**config.mk**
```make
export PLATFORM = sky130hd
export DESIGN_NAME = stroke_sequencer_flat
export DESIGN_NICKNAME = d
export VERILOG_FILES = /design/src/rtl/stroke_if.sv /design/src/rtl/stroke_sequencer.sv /design/src/flat_wrapper.sv
export SDC_FILE = /design/constraint.sdc
export NUM_CORES = 1
export LEC_CHECK = 0
export BUFFER_PORTS_ARGS = -buffer_cell sky130_fd_sc_hd__buf_4
export CAP_MARGIN = 25
export CELL_PAD_IN_SITES_DETAIL_PLACEMENT = 2
export CELL_PAD_IN_SITES_GLOBAL_PLACEMENT = 2
export CORE_ASPECT_RATIO = 0.9
export CORE_MARGIN = 2
export CORE_UTILIZATION = 34
export CTS_CLUSTER_DIAMETER = 80
export DETAILED_ROUTE_END_ITERATION = 8
export PLACE_DENSITY = 0.81
export SYNTH_ARGS = -nofsm -noshare
export SYNTH_HDL_FRONTEND = slang
export SYNTH_SLANG_ARGS = --single-unit
```
**constraint.sdc**
```tcl
create_clock -name clk -period 2.84 [get_ports clk]
set_input_delay 0 -clock clk [delete_from_list [all_inputs] [get_ports clk]]
set_output_delay 0 -clock clk [all_outputs]
set_load 0.02 [all_outputs]
```
**src/rtl/stroke_if.sv**
```systemverilog
// -----------------------------------------------------------------------------
// stroke_if
// Bundles every signal around the stroke sequencer apart from clk/rst:
//   - start/abort/sel handshake from the character/menu FSM
//   - segment-table lookup (seg_idx/sel_q out, pen/last/coordinates back)
//   - line-stepper control (ln_rst/ln_en out, ln_done back)
//   - servo command and status (pen_down, busy, done, overrun, state)
// Modports:
//   slave   : the stroke sequencer itself
//   master  : the surrounding environment (controller FSM + segment table)
//   stepper : the line stepper, which reads the segment coordinates directly
// -----------------------------------------------------------------------------
interface stroke_if #(
   parameter int COORD_W = 8,
   parameter int IDX_W   = 5
);
   logic               start;
   logic               abort;
   logic [3:0]         sel;
   logic [IDX_W-1:0]   seg_idx;
   logic               seg_pen;
   logic               seg_last;
   logic [COORD_W-1:0] seg_sx;
   logic [COORD_W-1:0] seg_sy;
   logic [COORD_W-1:0] seg_ex;
   logic [COORD_W-1:0] seg_ey;
   logic [3:0]         sel_q;
   logic               ln_rst;
   logic               ln_en;
   logic               ln_done;
   logic               pen_down;
   logic               busy;
   logic               done;
   logic               overrun;
   logic [2:0]         state;

   modport slave (
      input  start, abort, sel, seg_pen, seg_last, ln_done,
      output seg_idx, sel_q, ln_rst, ln_en, pen_down, busy, done, overrun, state
   );

   modport master (
      output start, abort, sel, seg_pen, seg_last, seg_sx, seg_sy, seg_ex, seg_ey, ln_done,
      input  seg_idx, sel_q, ln_rst, ln_en, pen_down, busy, done, overrun, state
   );

   modport stepper (
      input  seg_sx, seg_sy, seg_ex, seg_ey, ln_rst, ln_en,
      output ln_done
   );
endinterface

```
**src/rtl/stroke_sequencer.sv**
```systemverilog
// -----------------------------------------------------------------------------
// stroke_sequencer
// Walks a glyph segment table, commands the pen servo with a settle delay and
// hands each segment to the line stepper (reset/arm hold, then enable until
// the stepper reports done). Settling is skipped when the pen is already in
// the requested position. Running off the end of the table without a
// seg_last marker sets the sticky overrun flag instead of wrapping.
// Ports:
//   clk  : system clock
//   rst  : synchronous, active-high reset
//   bus  : stroke_if.slave (handshake, table lookup, stepper control, status)
// IDX_W must match the IDX_W of the connected stroke_if.
// -----------------------------------------------------------------------------
module stroke_sequencer #(
   parameter int IDX_W      = 5,
   parameter int SETTLE_CYC = 200000000,
   parameter int ARM_CYC    = 600000
) (
   input  logic     clk,
   input  logic     rst,
   stroke_if.slave  bus
);

   localparam int CNT_MAX = (SETTLE_CYC > ARM_CYC) ? SETTLE_CYC : ARM_CYC;
   localparam int CNT_W   = $clog2(CNT_MAX + 1);

   // Settle: entry cycle updates the servo, then SETTLE_CYC cycles pass with
   // the new pen position before moving on (counter runs 1..SETTLE_CYC).
   localparam logic [CNT_W-1:0] SETTLE_END = CNT_W'(SETTLE_CYC);
   // Arm: ARM_CYC cycles total (counter runs 0..ARM_CYC-1).
   localparam logic [CNT_W-1:0] ARM_END    = CNT_W'(ARM_CYC - 1);
   localparam logic [IDX_W-1:0] IDX_LAST   = '1;

   typedef enum logic [2:0] {
      S_IDLE = 3'd0,
      S_PEN  = 3'd1,
      S_ARM  = 3'd2,
      S_MOVE = 3'd3,
      S_LIFT = 3'd4,
      S_DONE = 3'd5
   } state_e;

   state_e           state_q;
   logic [CNT_W-1:0] cnt_q;
   logic [IDX_W-1:0] seg_idx_q;
   logic [3:0]       sel_q;
   logic             pen_q;
   logic             overrun_q;

   always_ff @(posedge clk) begin
      // NOTE: every register here uses <= so all of them update from the
      // values present before the edge, independent of statement order.
      if (rst) begin
         state_q   <= S_IDLE;
         cnt_q     <= '0;
         seg_idx_q <= '0;
         sel_q     <= '0;
         pen_q     <= 1'b0;
         overrun_q <= 1'b0;
      end else begin
         case (state_q)
            S_IDLE, S_DONE: begin
               // abort takes priority over a simultaneous start in DONE
               if (state_q == S_DONE && bus.abort) begin
                  state_q <= S_IDLE;
                  cnt_q   <= '0;
               end else if (bus.start) begin
                  sel_q     <= bus.sel;
                  seg_idx_q <= '0;
                  overrun_q <= 1'b0;
                  cnt_q     <= '0;
                  state_q   <= S_PEN;
               end
            end

            S_PEN: begin
               if (bus.abort) begin
                  cnt_q   <= '0;
                  state_q <= S_LIFT;
               end else if (cnt_q == '0) begin
                  pen_q <= bus.seg_pen;
                  if (bus.seg_pen == pen_q) begin
                     state_q <= S_ARM;   // pen already in place: no settle
                  end else begin
                     cnt_q <= CNT_W'(1);
                  end
               end else if (cnt_q == SETTLE_END) begin
                  cnt_q   <= '0;
                  state_q <= S_ARM;
               end else begin
                  cnt_q <= cnt_q + 1'b1;
               end
            end

            S_ARM: begin
               if (bus.abort) begin
                  cnt_q   <= '0;
                  state_q <= S_LIFT;
               end else if (cnt_q == ARM_END) begin
                  cnt_q   <= '0;
                  state_q <= S_MOVE;
               end else begin
                  cnt_q <= cnt_q + 1'b1;
               end
            end

            S_MOVE: begin
               if (bus.abort) begin
                  cnt_q   <= '0;
                  state_q <= S_LIFT;
               end else if (bus.ln_done) begin
                  cnt_q <= '0;
                  if (bus.seg_last) begin
                     state_q <= S_LIFT;
                  end else if (seg_idx_q == IDX_LAST) begin
                     // table exhausted without an end marker: stop, never wrap
                     overrun_q <= 1'b1;
                     state_q   <= S_LIFT;
                  end else begin
                     seg_idx_q <= seg_idx_q + 1'b1;
                     state_q   <= S_PEN;
                  end
               end
            end

            S_LIFT: begin
               // abort is deliberately ignored here: the pen is already lifting
               if (cnt_q == '0) begin
                  pen_q <= 1'b0;
                  if (!pen_q) begin
                     state_q <= S_DONE;
                  end else begin
                     cnt_q <= CNT_W'(1);
                  end
               end else if (cnt_q == SETTLE_END) begin
                  cnt_q   <= '0;
                  state_q <= S_DONE;
               end else begin
                  cnt_q <= cnt_q + 1'b1;
               end
            end

            default: begin
               cnt_q   <= '0;
               state_q <= S_IDLE;
            end
         endcase
      end
   end

   // Stepper controls and status flags are pure decodes of the state register.
   assign bus.ln_rst   = (state_q == S_ARM);
   assign bus.ln_en    = (state_q == S_ARM) || (state_q == S_MOVE);
   assign bus.busy     = (state_q != S_IDLE) && (state_q != S_DONE);
   assign bus.done     = (state_q == S_DONE);
   assign bus.state    = state_q;
   assign bus.seg_idx  = seg_idx_q;
   assign bus.sel_q    = sel_q;
   assign bus.pen_down = pen_q;
   assign bus.overrun  = overrun_q;

endmodule

```
**src/flat_wrapper.sv**
```systemverilog
// flat-port wrapper written by rule: the top's interface ports become plain ports
module stroke_sequencer_flat 
#(
   parameter int IDX_W      = 5,
   parameter int SETTLE_CYC = 200000000,
   parameter int ARM_CYC    = 600000
)
  (clk, rst, bus_start, bus_abort, bus_sel, bus_seg_pen, bus_seg_last, bus_ln_done, bus_seg_idx, bus_sel_q, bus_ln_rst, bus_ln_en, bus_pen_down, bus_busy, bus_done, bus_overrun, bus_state);
  stroke_if #(.COORD_W((8)), .IDX_W(IDX_W)) bus_i ();
  input  logic clk;
  input  logic rst;
  input wire logic [$bits(bus_i.start)-1:0] bus_start;
  input wire logic [$bits(bus_i.abort)-1:0] bus_abort;
  input wire logic [$bits(bus_i.sel)-1:0] bus_sel;
  input wire logic [$bits(bus_i.seg_pen)-1:0] bus_seg_pen;
  input wire logic [$bits(bus_i.seg_last)-1:0] bus_seg_last;
  input wire logic [$bits(bus_i.ln_done)-1:0] bus_ln_done;
  output wire logic [$bits(bus_i.seg_idx)-1:0] bus_seg_idx;
  output wire logic [$bits(bus_i.sel_q)-1:0] bus_sel_q;
  output wire logic [$bits(bus_i.ln_rst)-1:0] bus_ln_rst;
  output wire logic [$bits(bus_i.ln_en)-1:0] bus_ln_en;
  output wire logic [$bits(bus_i.pen_down)-1:0] bus_pen_down;
  output wire logic [$bits(bus_i.busy)-1:0] bus_busy;
  output wire logic [$bits(bus_i.done)-1:0] bus_done;
  output wire logic [$bits(bus_i.overrun)-1:0] bus_overrun;
  output wire logic [$bits(bus_i.state)-1:0] bus_state;
  assign bus_i.start = bus_start;
  assign bus_i.abort = bus_abort;
  assign bus_i.sel = bus_sel;
  assign bus_i.seg_pen = bus_seg_pen;
  assign bus_i.seg_last = bus_seg_last;
  assign bus_i.ln_done = bus_ln_done;
  assign bus_seg_idx = bus_i.seg_idx;
  assign bus_sel_q = bus_i.sel_q;
  assign bus_ln_rst = bus_i.ln_rst;
  assign bus_ln_en = bus_i.ln_en;
  assign bus_pen_down = bus_i.pen_down;
  assign bus_busy = bus_i.busy;
  assign bus_done = bus_i.done;
  assign bus_overrun = bus_i.overrun;
  assign bus_state = bus_i.state;
  stroke_sequencer #(.IDX_W(IDX_W), .SETTLE_CYC(SETTLE_CYC), .ARM_CYC(ARM_CYC)) u_core (.clk(clk), .rst(rst), .bus(bus_i));
endmodule
```
=== Word level (Yosys, flattened, before mapping) ===
Index checks and enable logic that the tools add are counted.

* Register bits: 42
* Input bits: 11
* Logic and storage cells: 100

* Add/subtract/negate cells: 2
* Eq/ne operators: 29
* Muxes and demuxes: 47
* Bitwise operators: 1
* Reductions and logical operators: 15

{| class="wikitable"
|+ Operators with widths
! kind !! count
|-
| $mux 28 || 12
|-
| $pmux 28 s5 || 1
|-
| $mux 3 || 15
|-
| $mux 5 || 6
|-
| $add 28x1->28 const B || 1
|-
| $eq 28x20->1 const B || 1
|-
| $eq 28x28->1 const B || 1
|-
| $logic_not 28->1 || 1
|-
| $reduce_and 7->1 || 3
|-
| $pmux 3 s5 || 1
|-
| $ne 2x2->1 const B || 7
|-
| $pmux 5 s2 || 1
|-
| $mux 1 || 9
|-
| $ne 3x2->1 const B || 3
|-
| $ne 3x3->1 const B || 3
|-
| $ne 4x4->1 const B || 2
|-
| $reduce_and 4->1 || 2
|-
| $eq 3x2->1 const B || 2
|-
| $eq 3x3->1 const B || 2
|-
| $ne 2x1->1 const B || 3
|-
| $add 5x1->5 const B || 1
|-
| $eq 5x5->1 const B || 1
|-
| $ne 4x2->1 const B || 1
|-
| $pmux 1 s2 || 2
|-
| 11 further kinds || 13
|}

=== Logic depth before layout (Yosys ltp) ===
Gate-level depths: netlist of the first run.

* Depth in word-level cells: 6
* Depth in mapped cells: 10
* Gate-level depth less buffers: 8

=== Worst setup path before layout of the first run ===
Ideal clock, no wire load.

* Path type: register to register
* Start: register u_core.cnt_q[0]
* End: register u_core.cnt_q[24]
* Library setup time: 0.122 ns
* Arrival: 2.175 ns
* Slack: 0.544 ns
* Stages on the path, launching flop included: 10
* Period minus slack after synthesis: 2.296 ns
* Cells stage by stage: dfxtp_1 -> ha_1 -> nand3_2 -> or4_1 -> o21ai_1 -> o311a_1 -> buf_6 -> nor2_2 -> buf_6 -> a221o_1

* Cells in the longest elaborated chain, start to end: 5
* Elaborated cells on any way between the ends: 14

{| class="wikitable"
|+ Ends and longest elaborated chain
! item !! RTL line !! text
|-
| start, declared || stroke_sequencer.sv:44 || <nowiki>logic [CNT_W-1:0] cnt_q;</nowiki>
|-
| start signal, assigned || stroke_sequencer.sv:91 || <nowiki>cnt_q <= cnt_q + 1'b1;</nowiki>
|-
| start signal, assigned || stroke_sequencer.sv:103 || <nowiki>cnt_q <= cnt_q + 1'b1;</nowiki>
|-
| start signal, assigned || stroke_sequencer.sv:139 || <nowiki>cnt_q <= cnt_q + 1'b1;</nowiki>
|-
| $add 28x1->28 or $eq 28x28->1 (tied branches) || - ||
|-
| $mux 28 || stroke_sequencer.sv:87, stroke_sequencer.sv:135 ||
|-
| $mux 28 || stroke_sequencer.sv:80 || <nowiki>end else if (cnt_q == '0) begin</nowiki>
|-
| $mux 28 || stroke_sequencer.sv:77 || <nowiki>if (bus.abort) begin</nowiki>
|-
| $pmux 28 s5 || stroke_sequencer.sv:61 || <nowiki>case (state_q)</nowiki>
|}

Parallel ways exist; a longest one is shown, timed or not.
A chain may end at the register's enable or synchronous reset.

=== Final worst setup path of the first run ===
Same ends and word-level chain as after synthesis.

==> impl_results.md, run 1 <==
- Async S/R FF share, synth: 0%
- RSZ-0062 raised after global routing: false
- Post-route setup TNS: 0 ns
- Largest net degree at the start of global routing: 47
- Critical Path AT: 2.85 ns
- Via count: 2693
- First-pass GRT wire length: 14.2 mm
- Initial antenna violation count: 0
- Status: completed
- CTS Sinks: 42
- CP max stage delay: 0.56 ns
- Via/cell ratio: 5.94
- P per Cell Area: 669 mW/mm²
- DP HPWL: 6.35 mm
- Critical path peak fanout: 30
- Clock Skew: 0.0142 ns
- Share of layout cells above drive strength 1: 16.2%
- DR pass1 iterations: 4
- PortBufs: 28
- Total wire length: 8.80 mm
- Req. time, crit path: 3.03 ns
- Mean Syn Cell Area: 7.90 µm²
- CTS clock-pin slew for the worst setup and hold paths: 0.10 ns
- Kind of critical path: flip-flop to flip-flop
- Filler cell count: 870
- Die width: 96.4 µm
- DIE AREA: 0.00841 mm²
- Crit path time final: 2.66 ns
- Seq cells post-synth: 42
- YS warnings: 0
- CTS Root Cell: clkbuf_8
- Synth cell types: 63
- Commonest non-fill, non-tap cell in the layout: dfxtp_1
- Final Hold Vio Count: 0
- Mapped Area: 0.00262 mm²
- Slew HR: 51.4%
- Initial Util: 34.8%
- Worst Setup End Kind: flip-flop
- Cells after Synth: 331
- CP max-delay cell: or4_1
- Area contributors post-synth: dfxtp_1 (32%), nor2_1 (4.2%), nor4_1 (4.1%)
- Most frequent cells in the layout: dfxtp_1 (40), buf_4 (37), nor2_1 (29), nand2_1 (26), nor3_1 (21)
- Post-synthesis net count: 346
- CP Cell Sequence: ha_1 -> nand3_2 -> or4_1 -> o21ai_1 -> o311a_1 -> buf_12 -> nor2_2 -> a221o_1
- Core area: 0.00751 mm²
- Max Root-Sink Buffers: 2
- Final Max Slew Viols: 0
- I/O pin cnt: 29
- Max Clk Rate: 376 MHz
- Dominant cell type by area after synthesis: dfxtp_1
- Drt wl/cell: 19.4 µm
- Vias in the first global route: 2670
- Worst vdd rail ir drop: 0.265 mV
- DRT antenna net count: 0
- Row Count: 30
- Setup violators final: 0
- Area share of the largest cell type after synthesis: 32.2%
- N_diodes: 0
- Leakage power figure: 0.00114 µW
- HP Class: primary input to flip-flop
- Synth-to-Final Area Change: 16.0%
- Worst-Skew Late Latency: 0.31 ns
- Hold depth: 4
- Overall power: 2030 µW
- Max_cap viols: 0
- Final Cycle Share: 93.7%
- Final net count: 371
- Iteration-0 DRC Markers: 73
- Synth Flop Type: dfxtp_1
- CTS Buf Count: 5
- GRT Total Usage: 21.6%
- # DRC: 0
- Die span in y: 87.2 µm
- Placed inst area: 0.00289 mm²
- Post-synth EDFFs: 0
- H-tree Lvls: 2
- Gpl congestion: 0.837
- Post-synthesis sequential area ratio: 32.2%
- Cells on worst reg2reg path: 8
- GR Overflow Total: 0
- Worst setup SP type: flip-flop
- Worst-Margin Slew: 0.728 ns
- Finished Cell Area: 0.00303 mm²
- CTS tree: yes
-- per-stage QoR --
step / setup slack [ns] / utilization [%] / cells / hold WS, ns
2_1_floorplan: 0.544 / - / 331 / 0.147
3_3_place_gp: 0.250 / 38.5 / 440 / 0.234
3_5_place_dp: 0.157 / 38.5 / 440 / 0.249
4_1_cts: 0.115 / 40.3 / 452 / 0.0299
5_1_grt: 0.0296 / 40.4 / 453 / 0.0906
6_report: 0.180 / 40.4 / 453 / 0.0377
-- registers in the layout (all words and copies together) (netlist names) --
signal and flops:
u_core.bus.state 3, u_core.cnt_q 28, u_core.bus.sel_q 4, u_core.bus.overrun 1, u_core.bus.seg_idx 5, u_core.bus.pen_down 1
-- final timing paths --
check,startpoint,to,slack [ns]
max reg2reg,u_core.cnt_q[0],u_core.cnt_q[24],0.18
min reg2reg,u_core.bus.overrun,u_core.bus.overrun,0.50
max,u_core.cnt_q[0],u_core.cnt_q[24],0.18
min,bus_seg_last,u_core.bus.overrun,0.04
-- report_power, final --
group / switching, µW / internal, µW
clock: 244 / 176
sequential: 68.6 / 639
combinational: 553 / 348
-- cell families (layout without fill, tap and decap cells) --
kind of cell | Yosys count | after routing | synth area share [%]
xor gates and xnor gates | 5 | 5 | 1.67
and+or+nand+nor | 156 | 156 | 32.4
AOI/OAI and AO/OA | 81 | 81 | 23.0
DFF | 42 | 42 | 32.2
muxes | 4 | 4 | 1.53
adders and majority gates | 4 | 4 | 1.91
buffers and inverters | 39 | 65 | 7.32
-- critical path, delay by kind of cell (launching register included) --
family,cells,cell delay [ns]
simple gates,3,0.89
buf+inv,1,0.20
flops,1,0.39
fa+ha+maj,1,0.21
compound gates,3,0.84
-- synth_stat cells, types with 4 or more instances --
master,number
mux2i_1,4
o21a_1,5
a21oi_1,10
o21ai_0,11
nor4_1,17
buf_2,6
buf_6,4
nand3_1,13
dfxtp_1,42
o31ai_1,8
nand4_1,12
nand2b_1,4
clkbuf_1,11
nand2_1,26
or3_1,4
a221o_1,6
ha_1,4
nor2_1,29
a21o_1,6
inv_1,15
a22o_1,6
and3_1,6
nor3_1,21
-- layout make-up --
class,instances,area (µm²),area share (%)
clock buffers,5,68.8,2.27
multi-input cells,250,1580,52.2
clock inverters,3,23.8,0.784
repair buffers,42,338,11.1
flip-flops and latches,42,843,27.8
inverters,15,56.3,1.86
well taps,96,120,3.96
-- per-layer routing --
layer,vias up,global-route usage (%),share of wire [%]
li1,1298,-,-
met1,1359,30.0,50
met2,32,36.3,47
met3,4,2.94,2.4
met4,0,3.84,0.55
met5,-,0,0
-- repair_timing --
action                                  CTS  global route
endpoints found under the setup margin    0             7
hold buffers                              4             0
buffers inserted                          0             1
resized for setup                         0             2
endpoints found under the hold margin     4             0
Power figures use the tool's default switching activity.
==> inputs of run 2 (changes only) <==
- CORE_UTILIZATION: 34 -> 37
- PLACE_DENSITY: 0.81 -> 0.87
- clock period: 2.84 -> 3.2 ns (I/O delays scaled with it)
==> run 2 against run 1 <==
  * Power fell by 3.3%
  * Largest cell class unchanged
  * Wire length grew 7.9%
  * Fmax shrank 5.8%
  * Sequential power fell by 11%
  * Worst hold slack lost 0.0017 ns
  * Utilization increased by 3.5 points
  * Critical path type unchanged
  * Via count is 0.93% higher
  * Cell count shrank 1.1%
  * Global-route usage rose by 3.8 points
==> impl_results.md, run 2 (same netlist as run 1, synthesis figures left out) <==
- Status: completed (unchanged)
- Synth-to-Final Area Change: 16.4% (was 16.0%)
- Seq pwr share: 32.2% (was 34.9%)
- Req. time, crit path: 3.41 ns (was 3.03 ns)
- Initial Util: 37.7% (was 34.8%)
- Critical Path AT: 3.04 ns (was 2.85 ns)
- Iteration-0 DRC Markers: 81 (was 73)
- Worst vdd rail ir drop: 0.214 mV (was 0.265 mV)
- Max Root-Sink Buffers: 2 (unchanged)
- Final net count: 369 (was 371)
- CTS clock-pin slew for the worst setup and hold paths: 0.10 ns (about the same)
- H-tree Lvls: 2 (unchanged)
- Combinational power share: 40.6% (was 44.4%)
- Clock Skew: 0.00881 ns (was 0.0142 ns)
- Kind of critical path: flip-flop to flip-flop (unchanged)
- Core area: 0.00693 mm² (was 0.00751 mm²)
- Max_cap viols: 0 (unchanged)
- Multi-input combinational cell area: 0.00158 mm² (unchanged)
- HP Class: primary input to flip-flop (unchanged)
- Internal power: 1170 µW (was 1160 µW)
- RSZ-0062 raised after global routing: false (unchanged)
- DRT antenna net count: 0 (unchanged)
- Total wire length: 9.50 mm (was 8.80 mm)
- Row Count: 29 (was 30)
- DR pass1 iterations: 4 (unchanged)
- Leakage power figure: 0.00115 µW (was 0.00114 µW)
- Worst Setup End Kind: flip-flop (unchanged)
- Top reg by flops: u_core.cnt_q (unchanged)
- Die width: 92.6 µm (was 96.4 µm)
- Cell Count, Final, Fillers Out: 448 (was 453)
- Overall power: 1960 µW (was 2030 µW)
- Clock power frac: 27.2% (was 20.7%)
- Cells after DPL: 436 (was 440)
- CTS Root Cell: clkbuf_8 (unchanged)
- CTS tree: yes (unchanged)
- Crit path time final: 2.83 ns (was 2.66 ns)
- DP HPWL: 6.37 mm (was 6.35 mm)
- Die span in y: 83.8 µm (was 87.2 µm)
- Largest net degree at the start of global routing: 47 (unchanged)
- Setup ws final: 0.375 ns (was 0.180 ns)
- Setup violators final: 0 (unchanged)
- Via count: 2718 (was 2693)
- CTS Buf Count: 5 (unchanged)
- GRT Total Usage: 25.4% (was 21.6%)
- Drt wl/cell: 21.2 µm (was 19.4 µm)
- FF/Latch Area: 841 µm² (was 843 µm²)
- PortBufs: 28 (unchanged)
- I/O pin cnt: 29 (unchanged)
- Switching Share: 40.4% (was 42.7%)
- Slew HR: 57.0% (was 51.4%)
- First-pass GRT wire length: 15.6 mm (was 14.2 mm)
- Final Hold Vio Count: 0 (unchanged)
- Critical path peak fanout: 16 (was 30)
- Post-route setup TNS: 0 ns (unchanged)
- Max FFs per register: 28 (unchanged)
- # DRC: 0 (unchanged)
- Filler cell count: 781 (was 870)
- Vias in the first global route: 2915 (was 2670)
- Post-CTS Repair Setup Buffers: 0 (unchanged)
- CTS Sinks: 42 (unchanged)
- Most frequent cells in the layout: dfxtp_1 (42), buf_4 (36), nor2_1 (29), nand2_1 (26), nor3_1 (21) (was dfxtp_1 (40), buf_4 (37), nor2_1 (29), nand2_1 (26), nor3_1 (21))
- Worst-Skew Late Latency: 0.32 ns (was 0.31 ns)
- Final Cycle Share: 88.3% (was 93.7%)
- Share of layout cells above drive strength 1: 15.2% (was 16.2%)
- Sw power: 793 µW (was 865 µW)
- Worst setup SP type: flip-flop (unchanged)
- Commonest non-fill, non-tap cell in the layout: dfxtp_1 (unchanged)
- Via/cell ratio: 6.07 (was 5.94)
- Initial antenna violation count: 0 (unchanged)
- Worst-Margin Slew: 0.644 ns (was 0.728 ns)
- GR Overflow Total: 0 (unchanged)
- Max Clk Rate: 354 MHz (was 376 MHz)
- Final Max Slew Viols: 0 (unchanged)
- Gpl congestion: 0.796 (was 0.837)
- DIE AREA: 0.00776 mm² (was 0.00841 mm²)
- P per Cell Area: 644 mW/mm² (was 669 mW/mm²)
- N_diodes: 0 (unchanged)
- Setup WS pre-CTS: 0.432 ns (was 0.157 ns)
-- run 2: final timing paths --
kind / start / depth (start not counted) / slack, ns / endpoint
worst min-delay path: bus_seg_last / 4 / 0.04 / u_core.bus.overrun
worst min register to register: u_core.bus.overrun / 2 / 0.50 / u_core.bus.overrun
worst max register to register: u_core.cnt_q[0] / 8 / 0.37 / u_core.cnt_q[24]
worst max-delay path: u_core.cnt_q[0] / 8 / 0.37 / u_core.cnt_q[24]
-- run 2: through the flow --
stage | hold WS, ns | instance area, µm² | utilization (%)
after floorplan | 0.147 | 2620 | -
after global placement | 0.235 | 2870 | 41.4
after detailed placement | 0.257 | 2870 | 41.4
after CTS | 0.0376 | 3040 | 43.9
after global routing | 0.101 | 3040 | 43.9
final | 0.0360 | 3040 | 43.9
-- run 2: cell type report --
cell class | count | area share [%]
clock buffers | 5 | 2.26
repair buffers | 40 | 10.2
flip-flops and latches | 42 | 27.6
clock inverters | 3 | 2.26
well taps | 93 | 3.82
multi-input cells | 250 | 52.0
inverters | 15 | 1.85
-- run 2: repair_timing --
action | CTS | global route
hold endpoints to repair | 4 | 0
gates resized for setup | 0 | 0
hold buffers | 4 | 0
-- run 2: power groups by stage --
| stage | Combinational (µW) | Clock, µW | Sequential, µW |
|---|---|---|---|
| global placement | 732 | 0 | 632 |
| CTS | 795 | 543 | 630 |
| floorplan | 535 | 0 | 652 |
| finish | 796 | 534 | 632 |
| global route | 869 | 557 | 641 |
| detailed placement | 762 | 0 | 639 |
-- run 2: routing by layer --
metal  vias up  global-route usage [%]  wire length, µm
met1      1375                    33.2             4410
met5         -                       0                0
li1       1293                       -                -
met4         0                    8.69              130
met2        41                    42.7             4700
met3         9                    4.07              257
-- run 2: worst max-delay path: stages (launching register included) --
cell     delay, ns
dfxtp_1       0.47
ha_1          0.28
nand3_2       0.17
or4_1         0.57
o21ai_1       0.19
o311a_1       0.25
buf_4         0.24
nor2_2        0.17
a221o_1       0.38
==> inputs of run 3 (changes only) <==
- ABC_AREA: not set -> 1
- CORE_UTILIZATION: 37 -> 34
- PLACE_DENSITY: 0.87 -> 0.89
==> run 3 against run 2 <==
  * Cell count up 47%
  * Die area grew 22%
  * Register-to-register slack improved by 0.55 ns
  * Worst hold slack got worse by 0.020 ns
  * Clock skew is 0.0032 ns higher
  * First-iteration DRC count increased by 67%
  * Combinational power increased by 60%
  * Non-clock buffer count decreased by 5
  * Wire length is 30% higher
  * Critical path type unchanged
  * Largest cell class unchanged
  * Largest power group unchanged
==> impl_results.md, run 3 <==
- # DRC: 0 (unchanged)
- Most common library cells after synthesis: nand2_1 (144), nor2_1 (82), inv_1 (69) (was dfxtp_1 (42), nor2_1 (29), nand2_1 (26))
- Post-route setup TNS: 0 ns (unchanged)
- Core area: 0.00853 mm² (was 0.00693 mm²)
- Post-synthesis sequential area ratio: 28.4% (was 32.2%)
- Initial antenna violation count: 0 (unchanged)
- Leakage power figure: 0.00153 µW (was 0.00115 µW)
- Critical path peak fanout: 14 (was 16)
- Drt wl/cell: 18.8 µm (was 21.2 µm)
- Max Clk Rate: 440 MHz (was 354 MHz)
- Total wire length: 12.4 mm (was 9.50 mm)
- Iteration-0 DRC Markers: 135 (was 81)
- CTS Root Cell: clkbuf_8 (unchanged)
- CTS Sinks: 42 (unchanged)
- Setup violators final: 0 (unchanged)
- PortBufs: 28 (unchanged)
- Largest net degree at the start of global routing: 23 (was 47)
- Worst-Margin Slew: 0.680 ns (was 0.644 ns)
- P per Cell Area: 691 mW/mm² (was 644 mW/mm²)
- DR pass1 iterations: 4 (unchanged)
- Dominant cell type by area after synthesis: dfxtp_1 (unchanged)
- Crit path buffers/inverters: 1 (unchanged)
- Hold slack: 0.0164 ns (was 0.0360 ns)
- DRT antenna net count: 0 (unchanged)
- Gpl congestion: 0.849 (was 0.796)
- Mapped Area: 0.00296 mm² (was 0.00262 mm²)
- N_diodes: 0 (unchanged)
- Filler cell count: 1072 (was 781)
- CTS Buf Count: 5 (unchanged)
- Clock Skew: 0.0120 ns (was 0.00881 ns)
- Synth cell types: 33 (was 63)
- H-tree Lvls: 2 (unchanged)
- GR Overflow Total: 0 (unchanged)
- Max_cap viols: 0 (unchanged)
- CTS clock-pin slew for the worst setup and hold paths: 0.10 ns (about the same)
- Worst setup SP type: flip-flop (unchanged)
- Cells after Synth: 503 (was 331)
- Final Max Slew Viols: 0 (unchanged)
- Row Count: 32 (was 29)
- Post-CTS Repair Setup Buffers: 0 (unchanged)
- Status: completed (unchanged)
- CP most frequent cell: nor2_1
- YS warnings: 0 (unchanged)
- Final Cycle Share: 71.1% (was 88.3%)
- DIE AREA: 0.00947 mm² (was 0.00776 mm²)
- Async S/R FF share, synth: 0% (unchanged)
- Area contributors post-synth: dfxtp_1 (28%), nand2_1 (18%), nor2_1 (10%) (was dfxtp_1 (32%), nor2_1 (4.2%), nor4_1 (4.1%))
- Final net count: 552 (was 369)
- FF/Latch Area: 841 µm² (unchanged)
- Kind of critical path: flip-flop to flip-flop (unchanged)
- Max Root-Sink Buffers: 2 (unchanged)
- CP delay by family, top: simple AND/OR/NAND/NOR gates (unchanged)
- Synth Flop Type: dfxtp_1 (unchanged)
- CTS Hold Buffers Added: 6 (was 4)
- Vias in the first global route: 3735 (was 2915)
- CP max stage delay: 0.42 ns (was 0.57 ns)
- Area share of the largest cell type after synthesis: 28.4% (was 32.2%)
- Worst vdd rail ir drop: 0.250 mV (was 0.214 mV)
- Most frequent cells in the layout: nand2_1 (144), nor2_1 (82), inv_1 (69), nand3_1 (49), dfxtp_1 (42) (was dfxtp_1 (42), buf_4 (36), nor2_1 (29), nand2_1 (26), nor3_1 (21))
- Mean Syn Cell Area: 5.89 µm² (was 7.90 µm²)
- I/O pin cnt: 29 (unchanged)
- Multi-input combinational cell area: 0.00176 mm² (was 0.00158 mm²)
- Final Hold Vio Count: 0 (unchanged)
- Seq cells post-synth: 42 (unchanged)
- DP HPWL: 9.13 mm (was 6.37 mm)
- Worst-Skew Late Latency: 0.33 ns (was 0.32 ns)
- Req. time, crit path: 3.41 ns (about the same)
- Commonest non-fill, non-tap cell in the layout: nand2_1 (was dfxtp_1)
- Most common cell in the netlist: nand2_1 (was dfxtp_1)
- Die width: 102 µm (was 92.6 µm)
- Slew HR: 54.3% (was 57.0%)
- Worst Setup End Kind: flip-flop (unchanged)
- Synth-to-Final Area Change: 16.2% (was 16.4%)
- CP Cell Sequence: inv_1 -> ha_1 -> nand3_1 -> nor2_1 -> nand2_1 -> nor2_4 -> a21oi_4 -> nand3_4 -> nand2_4 -> nor2_1 (was ha_1 -> nand3_2 -> or4_1 -> o21ai_1 -> o311a_1 -> buf_4 -> nor2_2 -> a221o_1)
- Via/cell ratio: 5.12 (was 6.07)
- CP max-delay cell: dfxtp_1 (was or4_1)
- Via count: 3365 (was 2718)
- Crit path time final: 2.27 ns (was 2.83 ns)
- GRT Total Usage: 28.1% (was 25.4%)
- Post-synth EDFFs: 0 (unchanged)
- Die span in y: 92.5 µm (was 83.8 µm)
- Post-CTS resize count: 0 (unchanged)
- Max FFs per register: 28 (unchanged)
- CTS tree: yes (unchanged)
- Share of layout cells above drive strength 1: 15.1% (was 15.2%)
- Top reg by flops: u_core.cnt_q (unchanged)
- Critical Path AT: 2.49 ns (was 3.04 ns)
- Post-synthesis net count: 518 (was 346)
- HP Class: primary input to flip-flop (unchanged)
- RSZ-0062 raised after global routing: false (unchanged)
- Initial Util: 34.7% (was 37.7%)
- First-pass GRT wire length: 20.4 mm (was 15.6 mm)
==> run 3: cell count changes after synthesis, sizes merged, moves of 8 or more <==
| cell | change |
|---|---|
| clkbuf | -9 |
| nor2 | +71 |
| nand2 | +129 |
| o31ai | -8 |
| nand3 | +39 |
| inv | +61 |
| nor3 | -12 |
| a21oi | +9 |
| nor4 | -18 |
==> run 3: tightest hold or removal path, stage by stage <==
cell and delay [ns]:
buf_4 0.12, a21oi_1 0.12, a211oi_1 0.05
==> run 3: worst paths after layout <==
check                        end  slack (ns)                from  depth (start not counted)
max             u_core.cnt_q[15]        0.93     u_core.cnt_q[0]                         10
min          u_core.bus.pen_down        0.02         bus_seg_pen                          3
max reg2reg     u_core.cnt_q[15]        0.93     u_core.cnt_q[0]                         10
min reg2reg   u_core.bus.overrun        0.49  u_core.bus.overrun                          2
==> run 3: cells by family after synthesis <==
| logic type | synth area share [%] |
|---|---|
| flops | 28.4 |
| simple gates | 50.2 |
| buf+inv | 12.1 |
| fa+ha+maj | 1.69 |
| compound gates | 7.35 |
| xor+xnor | 0.296 |
==> run 3: power by group <==
group          leakage (µW)  internal (µW)  switching (µW)  total (µW)
registers          0.000340            569            64.5         633
logic               0.00114            349             920        1270
clock network     0.0000563            238             236         474
==> run 3: layout make-up <==
| class | count | area share, % |
|---|---|---|
| tap | 119 | 4.33 |
| clock inverter | 3 | 1.42 |
| inverter | 78 | 8.51 |
| timing repair buffer | 35 | 8.08 |
| clock buffer | 5 | 2.00 |
| multi-input combinational | 375 | 51.2 |
| sequential | 42 | 24.4 |
==> run 3: routing by layer <==
metal  global-route usage, %  vias up  routed length [µm]
met2                    47.2       46                5980
met1                    38.3     1665                5890
met5                       0        -                   0
li1                        -     1636                   -
met3                    3.17       18                 290
met4                    6.78        0                 202
==> run 3: per-stage QoR <==
step | cell area [µm²] | cells | total power [µW] | setup slack, ns | utilization (%)
2_1_floorplan | 2960 | 503 | 1530 | 1.41 | -
3_3_place_gp | 3260 | 643 | 1810 | 1.07 | 38.2
3_5_place_dp | 3260 | 643 | 1870 | 1.03 | 38.2
4_1_cts | 3440 | 657 | 2360 | 1.00 | 40.3
5_1_grt | 3440 | 657 | 2540 | 0.749 | 40.3
6_report | 3440 | 657 | 2380 | 0.926 | 40.3
